**config.mk**
```make
export PLATFORM = sky130hd
export DESIGN_NAME = da_output_collector_flat
export DESIGN_NICKNAME = d
export VERILOG_FILES = /design/src/rtl/da_output_collector_pkg.sv /design/src/rtl/da_output_collector_if.sv /design/src/rtl/da_output_collector_pingpong.sv /design/src/rtl/da_output_collector.sv /design/src/flat_wrapper.sv
export SDC_FILE = /design/constraint.sdc
export NUM_CORES = 1
export LEC_CHECK = 0
export CORE_ASPECT_RATIO = 1.5
export CORE_MARGIN = 5
export CORE_UTILIZATION = 30
export CTS_BUF_LIST = sky130_fd_sc_hd__clkbuf_4 sky130_fd_sc_hd__clkbuf_8
export DETAILED_ROUTE_END_ITERATION = 16
export PLACE_DENSITY = 0.53
export SLEW_MARGIN = 10
export SYNTH_ARGS = -nofsm -noshare
export SYNTH_HDL_FRONTEND = slang
export SYNTH_SLANG_ARGS = --single-unit
export TNS_END_PERCENT = 1
```
**constraint.sdc**
```tcl
create_clock -name clk -period 1.6 [get_ports clk]
set_input_delay 0.32 -clock clk [delete_from_list [all_inputs] [get_ports clk]]
set_output_delay 0.32 -clock clk [all_outputs]
set_load 0.05 [all_outputs]
```
**src/rtl/da_output_collector_pkg.sv**
```systemverilog
// Shared helpers for the distributed-arithmetic output path: width helper and
// the rounding / ReLU / saturation post-process applied to every captured element.
package da_cnn_pkg;

  localparam int CALC_W = 64;
  typedef logic signed [CALC_W-1:0] calc_t;

  // $clog2 that never returns 0, so single-entry indices still get one bit.
  function automatic int clog2_min1(input int n);
    return (n <= 1) ? 1 : $clog2(n);
  endfunction

  // Round-half-up arithmetic right shift, optional ReLU, then clamp to a
  // signed out_w-bit range. Works in a wide signed domain so the rounding
  // add can never wrap.
  function automatic calc_t sat_round(input calc_t value, input int shift,
                                      input logic relu, input int out_w);
    calc_t v;
    calc_t hi;
    calc_t lo;
    v = value;
    if (shift > 0) begin
      v = v + (calc_t'(1) <<< (shift - 1));
    end
    v = v >>> shift;
    if (relu && v[CALC_W-1]) begin
      v = '0;
    end
    hi = (calc_t'(1) <<< (out_w - 1)) - calc_t'(1);
    lo = -(calc_t'(1) <<< (out_w - 1));
    if (v > hi) begin
      v = hi;
    end else if (v < lo) begin
      v = lo;
    end
    return v;
  endfunction

endpackage

```
**src/rtl/da_output_collector_if.sv**
```systemverilog
// Row stream from the output collector to the next layer.
//
// Handshake: a row transfers on every rising clk edge where out_valid and
// out_ready are both high. Once out_valid is high it stays high, and
// out_data/out_row/out_last stay stable, until that transfer happens;
// out_valid never depends combinationally on out_ready.
interface da_output_collector_if #(
  parameter int N         = 1,
  parameter int OUT_WIDTH = 8,
  parameter int ROW_W     = 1
);
  logic                        out_valid;
  logic                        out_ready;
  logic signed [OUT_WIDTH-1:0] out_data [N];
  logic [ROW_W-1:0]            out_row;
  logic                        out_last;

  modport master (
    output out_valid,
    output out_data,
    output out_row,
    output out_last,
    input  out_ready
  );

  modport slave (
    input  out_valid,
    input  out_data,
    input  out_row,
    input  out_last,
    output out_ready
  );
endinterface

```
**src/rtl/da_output_collector_pingpong.sv**
```systemverilog
// Double-buffered M x N tile store: one bank fills from captures while the
// other drains row by row; full flags arbitrate ownership of each bank.
module da_tile_pingpong
  import da_cnn_pkg::*;
#(
  parameter int M     = 1,
  parameter int N     = 1,
  parameter int W     = 8,
  parameter int ROW_W = 1
) (
  input  logic                clk,
  input  logic                rst,
  input  logic                wr_en,
  input  logic [ROW_W-1:0]    wr_row,
  input  logic signed [W-1:0] wr_data [N],
  output logic                dropped,
  output logic                rd_valid,
  input  logic                rd_ready,
  output logic signed [W-1:0] rd_data [N],
  output logic [ROW_W-1:0]    rd_row,
  output logic                rd_last
);

  localparam logic [ROW_W-1:0] ROW_LAST = ROW_W'(M - 1);

  logic signed [W-1:0] mem [2][M][N];
  logic [1:0]          full;
  logic [1:0]          full_n;
  logic                wb;
  logic                rb;
  logic [ROW_W-1:0]    drow;
  logic                fire;
  logic                release_rb;
  logic                accept;
  logic                wr_last;

  assign fire       = full[rb] && rd_ready;
  assign release_rb = fire && (drow == ROW_LAST);
  // A full write bank may still be reused when the drain frees it this cycle.
  assign accept     = wr_en && (!full[wb] || (release_rb && (rb == wb)));
  assign dropped    = wr_en && !accept;
  assign wr_last    = accept && (wr_row == ROW_LAST);

  // Clear-on-release first so a same-cycle tile completion re-marks the bank.
  always_comb begin
    full_n = full;
    if (release_rb) begin
      full_n[rb] = 1'b0;
    end
    if (wr_last) begin
      full_n[wb] = 1'b1;
    end
  end

  always_ff @(posedge clk) begin
    if (rst) begin
      full <= '0;
      wb   <= 1'b0;
      rb   <= 1'b0;
      drow <= '0;
    end else begin
      full <= full_n;
      if (wr_last) begin
        wb <= ~wb;
      end
      if (fire) begin
        if (drow == ROW_LAST) begin
          drow <= '0;
          rb   <= ~rb;
        end else begin
          drow <= drow + ROW_W'(1);
        end
      end
    end
  end

  always_ff @(posedge clk) begin
    if (accept) begin
      for (int c = 0; c < N; c++) begin
        mem[wb][wr_row][c] <= wr_data[c];
      end
    end
  end

  assign rd_valid = full[rb];
  assign rd_row   = drow;
  assign rd_last  = full[rb] && (drow == ROW_LAST);

  always_comb begin
    for (int c = 0; c < N; c++) begin
      rd_data[c] = full[rb] ? mem[rb][drow][c] : '0;
    end
  end

endmodule

```
**src/rtl/da_output_collector.sv**
```systemverilog
// Output collector for the bit-serial DA array: tracks bit phase and row from
// gen_done, post-processes each completed row and hands it to the tile store.
module da_output_collector
  import da_cnn_pkg::*;
#(
  parameter int DATA_WIDTH_A      = 8,
  parameter int DATA_WIDTH_output = 8,
  parameter int OUT_WIDTH         = 8,
  parameter int M                 = 1,
  parameter int N                 = 1,
  parameter int SHIFT             = 0
) (
  input  logic                                clk,
  input  logic                                rst,
  input  logic                                gen_done,
  input  logic                                relu_en,
  input  logic signed [DATA_WIDTH_output-1:0] final_out [N],
  da_output_collector_if.master               out_if,
  output logic                                overflow
);

  localparam int ROW_W = clog2_min1(M);
  localparam int PH_W  = clog2_min1(DATA_WIDTH_A);
  localparam logic [PH_W-1:0]  PH_LAST  = PH_W'(DATA_WIDTH_A - 1);
  localparam logic [ROW_W-1:0] ROW_LAST = ROW_W'(M - 1);

  logic [PH_W-1:0]             ph;
  logic [ROW_W-1:0]            r;
  logic                        primed;
  logic                        cap;
  logic [ROW_W-1:0]            cap_row;
  logic                        dropped;
  calc_t                       wide;
  logic signed [OUT_WIDTH-1:0] proc [N];

  // The row finishes when ph wraps, so final_out is valid at the next ph==0
  // and belongs to the row before r. primed masks the very first wrap.
  assign cap     = gen_done && (ph == '0) && primed;
  assign cap_row = (r == '0) ? ROW_LAST : r - ROW_W'(1);

  always_comb begin
    wide = '0;
    for (int c = 0; c < N; c++) begin
      wide    = calc_t'(final_out[c]);
      wide    = sat_round(wide, SHIFT, relu_en, OUT_WIDTH);
      proc[c] = wide[OUT_WIDTH-1:0];
    end
  end

  always_ff @(posedge clk) begin
    if (rst) begin
      ph       <= '0;
      r        <= '0;
      primed   <= 1'b0;
      overflow <= 1'b0;
    end else begin
      if (gen_done) begin
        if (ph == PH_LAST) begin
          ph     <= '0;
          r      <= (r == ROW_LAST) ? '0 : r + ROW_W'(1);
          primed <= 1'b1;
        end else begin
          ph <= ph + PH_W'(1);
        end
      end
      if (dropped) begin
        overflow <= 1'b1;
      end
    end
  end

  da_tile_pingpong #(
    .M     (M),
    .N     (N),
    .W     (OUT_WIDTH),
    .ROW_W (ROW_W)
  ) u_tiles (
    .clk      (clk),
    .rst      (rst),
    .wr_en    (cap),
    .wr_row   (cap_row),
    .wr_data  (proc),
    .dropped  (dropped),
    .rd_valid (out_if.out_valid),
    .rd_ready (out_if.out_ready),
    .rd_data  (out_if.out_data),
    .rd_row   (out_if.out_row),
    .rd_last  (out_if.out_last)
  );

endmodule
```
**src/flat_wrapper.sv**
```systemverilog
// flat-port wrapper written by rule: the top's interface ports become plain ports
module da_output_collector_flat import da_cnn_pkg::*;
#(
  parameter int DATA_WIDTH_A      = 8,
  parameter int DATA_WIDTH_output = 8,
  parameter int OUT_WIDTH         = 8,
  parameter int M                 = 1,
  parameter int N                 = 1,
  parameter int SHIFT             = 0
)
  (clk, rst, gen_done, relu_en, final_out, overflow, out_if_out_valid, out_if_out_data, out_if_out_row, out_if_out_last, out_if_out_ready);
  da_output_collector_if #(.N(N), .OUT_WIDTH(OUT_WIDTH)) out_if_i ();
  input  logic clk;
  input  logic rst;
  input  logic gen_done;
  input  logic relu_en;
  input  logic signed [DATA_WIDTH_output-1:0] final_out[N];
  output logic overflow;
  output wire logic [$bits(out_if_i.out_valid)-1:0] out_if_out_valid;
  output wire logic [$bits(out_if_i.out_data)-1:0] out_if_out_data;
  output wire logic [$bits(out_if_i.out_row)-1:0] out_if_out_row;
  output wire logic [$bits(out_if_i.out_last)-1:0] out_if_out_last;
  input wire logic [$bits(out_if_i.out_ready)-1:0] out_if_out_ready;
  assign out_if_out_valid = out_if_i.out_valid;
  assign out_if_out_data = {>>{out_if_i.out_data}};
  assign out_if_out_row = out_if_i.out_row;
  assign out_if_out_last = out_if_i.out_last;
  assign out_if_i.out_ready = out_if_out_ready;
  da_output_collector #(.DATA_WIDTH_A(DATA_WIDTH_A), .DATA_WIDTH_output(DATA_WIDTH_output), .OUT_WIDTH(OUT_WIDTH), .M(M), .N(N), .SHIFT(SHIFT)) u_core (.clk(clk), .rst(rst), .gen_done(gen_done), .relu_en(relu_en), .final_out(final_out), .out_if(out_if_i), .overflow(overflow));
endmodule
```
# [Word-level counts from Yosys, hierarchy flattened]
# Memories as Yosys holds them, arrays and structs flattened. A register that Yosys moved wholly into a read port is not among the register bits.
# Cells that the tools add are included.
[classes] n_bitwise=7 magnitude_cmp=9 reduce_logical=19 muxes=24 n_mul=0 shift=0 div_mod_pow=0 eq_ne=2 n_addsub=4
[ops] operator="$gt A64 B8 Y1 const B" n=1
[ops] operator="$lt A64 B8 Y1 const B" n=1
[ops] operator="$mux W64" n=1
[ops] operator="$mux W8" n=4
[ops] operator="$mux W1" n=14
[ops] operator="$logic_and A1 B1 Y1" n=13
[ops] operator="$lt A1 B2 Y1 const B" n=2
[ops] operator="$mux W2" n=2
[ops] operator="$not A1 Y1" n=4
[ops] operator="$reduce_and A2 Y1" n=2
[ops] operator="$add A3 B1 Y3 const B" n=1
[ops] operator="$eq A3 B3 Y1 const B" n=1
[ops] operator="$ge A1 B1 Y1 const B" n=3
[ops] operator="$logic_not A3 Y1" n=1
[ops] operator="$mux W3" n=1
[ops] operator="$add A1 B1 Y1 const B" n=2
[ops] operator="$and A2 B2 Y2" n=1
[ops] operator="$demux W1 S1" n=2
[ops] operator="$logic_not A1 Y1" n=2
[ops] operator="$lt A1 B1 Y1 const B" n=2
[ops] operator="$not A2 Y2" n=1
[ops] operator="$or A2 B2 Y2" n=1
[ops] operator="$eq A1 B1 Y1" n=1
[ops] operator="$logic_or A1 B1 Y1" n=1
[ops] operator="$sub A1 B1 Y1 const B" n=1
[totals] reg_bits=11 ram_bits=16 latch_bits=0 wordCells=74 mem_count=1 output_inout_bits=12 input_bits=13 mem_bits_ro=0
[mem_list] memory="u_core.u_tiles.mem" depth=2 word_bits=8 read_ports=1 rd_ports_with_merged_regs=1 write_ports=1 line="da_output_collector_pingpong.sv:26" text="logic signed [W-1:0] mem [2][M][N];"

# [Longest topological paths before layout]
[logic_depth] ltp_word=9 mapped_depth=5 depth_no_buf=5

# [By module]
# A second synthesis with hierarchy kept.
[hier_totals] cells_unflattened=93 hier_area_um2=1148.6
[modules_own_cells] module="da_tile_pingpong" n_inst=1 area_per_inst_um2=873.3 seq_area_each_um2=580.6 cells_each=62
[modules_own_cells] module="da_output_collector" n_inst=1 area_per_inst_um2=275.3 seq_area_each_um2=100.1 cells_each=31

# [Least setup slack after synthesis]
# Ideal clock, no wire load.
[synth_path] kind="register -> output" startpoint="reg u_core.u_tiles.rb" endpoint="out out_if_out_valid" t_required_ps=1280 arrival_ps=1393 slack_ps=-113 n_path_buf=1 stages_incl_launch_ff=4 path_cell_list="dfxtp_1 mux2i_2 inv_1 buf_4"
[synth_between] elab_chain_cells=2
[synth_lines] item="from (decl)" line="da_output_collector_pingpong.sv:30" text="logic rb;"
[synth_lines] item="from (signal assigned)" line="da_output_collector_pingpong.sv:69" text="rb <= ~rb;"
[synth_lines] item="$mux W1 (not written as such) (2 in series)" line="da_output_collector_pingpong.sv:85" text="assign rd_valid = full[rb];"
[synth_lines] item="to (decl)" line="flat_wrapper.sv:19" text="output wire logic [$bits(out_if_i.out_valid)-1:0] out_if_out_valid;"
# Every way passes these cells. The select of a mux whose other input is x is not followed.

# [Final worst setup path]
# Same ends and word-level chain as after synthesis.

==> results.cfg <==
[outcome]
outcome = finished, final reports clean

[detailed_routing]
top_layer = met4
route.detailed.drc = 0
wl_per_cell_um = 12.9
vias = 771
wl_met2_mm = 1.20
routed-wl-met3_um = 173
drtIter0Drc = 15
wl_met1_um = 780
viasPerCell = 4.51
ant_nets = 0
wirelength_mm = 2.20
dr.pass1.iters = 2

[synth]
yosysSeqAreaShare = 0.578
yosysWarnings = 0
synth_top_cell_area_share = 0.408
synth_top_flop_cell = edfxtp_1
syn_avg_cell_area_um2 = 12.7
syn_inst = 93
synth.distinct_cells = 30
async_flop_share = 0
syn_area_um2 = 1180
synth_area_leaders = edfxtp_1 (41%), dfxtp_1 (17%), mux2i_1 (8.5%)
synth_top_area_cell = edfxtp_1
synth_seq_cells = 26
synth_edf_count = 16
synth_nets = 109

[power]
vdd_drop_max_v = 0.000376
seqPwrFrac = 0.604
static-leakage-power_nw = 0.612
internal_power_w = 0.000954
switching_share = 0.196
p_per_area_nw_per_um2 = 756
combinationalPowerShare = 0.071
clockPowerShare = 0.325
p_switching_w = 0.000232

[hold_path]
hold_class = flip-flop to flip-flop

[sta]
finalHoldViolCount = 0
finalCritPeriodShare = 0.981
finalClockSkew_ns = 0.00364
clock.fmax_mhz = 637
hold_slack_ns = 0.505
final_max_slew_viol_count = 0
min_period_ns = 1.57
fin_setup_tns_ns = 0
finalSetupViolations = 0
timing.final.ws_setup_ns = 0.0297
rsz0062_at_grt = true

[floorplan]
die_width_um = 61.2
die_h_um = 86.7
rows = 28
initial_core_util = 0.303
coreArea_um2 = 3890
io_pins = 25
die_area_um2 = 5300

[layout]
nets = 143
layout-drive-gt1-share = 0.270
regArea_um2 = 684
diodes = 0
fill_cells = 374
final_cell_area_um2 = 1570
multiInputGateArea_um2 = 447
syn_to_final_growth_pct = 33.4

[global_route]
grt_max_degree = 15
first_global_vias = 825
track_usage = 0.0939
antenna_found_initial = 0
grt_pass1_wl_mm = 3.63
grt_overflow_total = 0

[clocking]
worstSkewPairLatency_ns = 0.26
cts-resized-gates = 11
htree_levels = 1
cts_made_buffers = 3
cts_setup_buffers = 0
clk_path_buf_depth = 2
root_buffer = clkbuf_8
cts_tree = done
ctsHoldBuffers = 0
cts_sinks = 26
clkTransAtPathRegs_ns = 0.08

[run]
drv_cap = 0

[worst_setup_path]
critPathMaxFanout = 9
worst_ep_required_time_ns = 1.28
cp-end-kind = output port
startpoint_type = flip-flop
critPathKind = flip-flop to output port
arrival_ns = 1.25

[placement]
place.gp.congestion = 0.729
portBuffers = 23
place_hpwl_mm = 1.74
place_ws_ns = -0.125
placed_area_um2 = 1480
==> cell usage in the layout (no fill, tap or decap) <==
master and n:
edfxtp_1 16, a311oi_1 2, buf_6 9, nor2b_1 2, clkbuf_8 3, nand4b_4 1, mux2i_2 1, o21ba_1 1
clkdlybuf4s50_1 12, nor3_1 1, conb_1 1, a21oi_1 3, nand2b_4 1, nand2_1 1, o21a_1 1, and2_1 7
clkbuf_4 1, nand2b_1 2, dfxtp_4 1, o31ai_2 1, buf_4 13, nand3b_1 1, mux2i_1 10, a211oi_4 1
a21boi_1 1, nor2_1 14, dfxtp_1 9, a22oi_1 1, inv_2 1, ha_1 3, o21ba_2 1, inv_1 3
a2bb2oi_1 1
==> flip-flops by register name (all words and copies together) (netlist names), named ones only <==
| name | count |
|---|---|
| u_core.overflow | 1 |
| u_core.ph | 3 |
| u_core.u_tiles.rb | 1 |
| u_core.primed | 1 |
| u_core.u_tiles.mem | 16 |
| u_core.u_tiles.wb | 1 |
| u_core.u_tiles.full | 2 |
==> final cells by class <==
cell class / count / share of cell area
Sequential cell: 26 / 0.436
Multi-Input combinational cell: 58 / 0.284
Timing Repair Buffer: 34 / 0.203
Tap cell: 45 / 0.0359
Clock buffer: 4 / 0.0311
Inverter: 4 / 0.00956
==> Yosys cell counts (2+ instances only) <==
library cell / count
nor2b_1: 2
dfxtp_1: 10
inv_1: 4
and2_1: 7
ha_1: 3
nor2_1: 14
a21oi_1: 3
a311oi_1: 2
edfxtp_1: 16
mux2i_1: 10
nand2b_1: 2
buf_4: 2
==> kinds of logic (layout without fill, tap and decap cells) <==
logic type / count (synthesis) / after routing / share of synthesized area
buffers and inverters: 9 / 42 / 0.0425
muxes: 11 / 11 / 0.0967
adders and majority gates: 3 / 3 / 0.0319
other: 1 / 1 / 0.00319
AOI/OAI and AO/OA: 13 / 13 / 0.0988
DFF: 26 / 26 / 0.578
and+or+nand+nor: 30 / 30 / 0.149
==> metal layers <==
metal | vias to the layer above | GRT usage
met4 | 0 | 0.0473
met1 | 356 | 0.0880
met3 | 5 | 0.0283
met2 | 21 | 0.173
li1 | 389 | -
met5 | - | 0
==> path summary, 6_finish.rpt <==
| check | cells after the start | slack, ns | from | end |
|---|---|---|---|---|
| worst max-delay path | 4 | 0.03 | u_core.u_tiles.rb | out_if_out_valid |
| worst min-delay path | 2 | 0.50 | u_core.ph[1] | u_core.ph[1] |
| worst max register to register | 5 | 0.18 | u_core.ph[0] | u_core.u_tiles.mem[0][2] |
| worst min register to register | 2 | 0.50 | u_core.ph[1] | u_core.ph[1] |
==> critical path, stage by stage, from the launching register on <==
cell and delay [ns]:
dfxtp_4 0.38, mux2i_2 0.22, buf_6 0.16, inv_2 0.04
buf_4 0.18
==> stage by stage <==
stage | cells | power [W] | utilization
6_report | 171 | 0.00119 | 0.404
5_1_grt | 171 | 0.00125 | 0.404
4_1_cts | 171 | 0.00121 | 0.404
3_5_place_dp | 167 | 0.000819 | 0.382
3_3_place_gp | 167 | 0.000817 | 0.382
2_1_floorplan | 93 | 0.000779 | -
==> power by group through the flow <==
stage / Combinational, W / Clock [W] / Sequential, W
after floorplan: 0.0000458 / 0 / 0.000733
after global placement: 0.0000831 / 0 / 0.000734
after detailed placement: 0.0000847 / 0 / 0.000735
after CTS: 0.0000853 / 0.000403 / 0.000717
after global routing: 0.0000917 / 0.000440 / 0.000718
final: 0.0000840 / 0.000386 / 0.000717
Power figures use the tool's default switching activity.
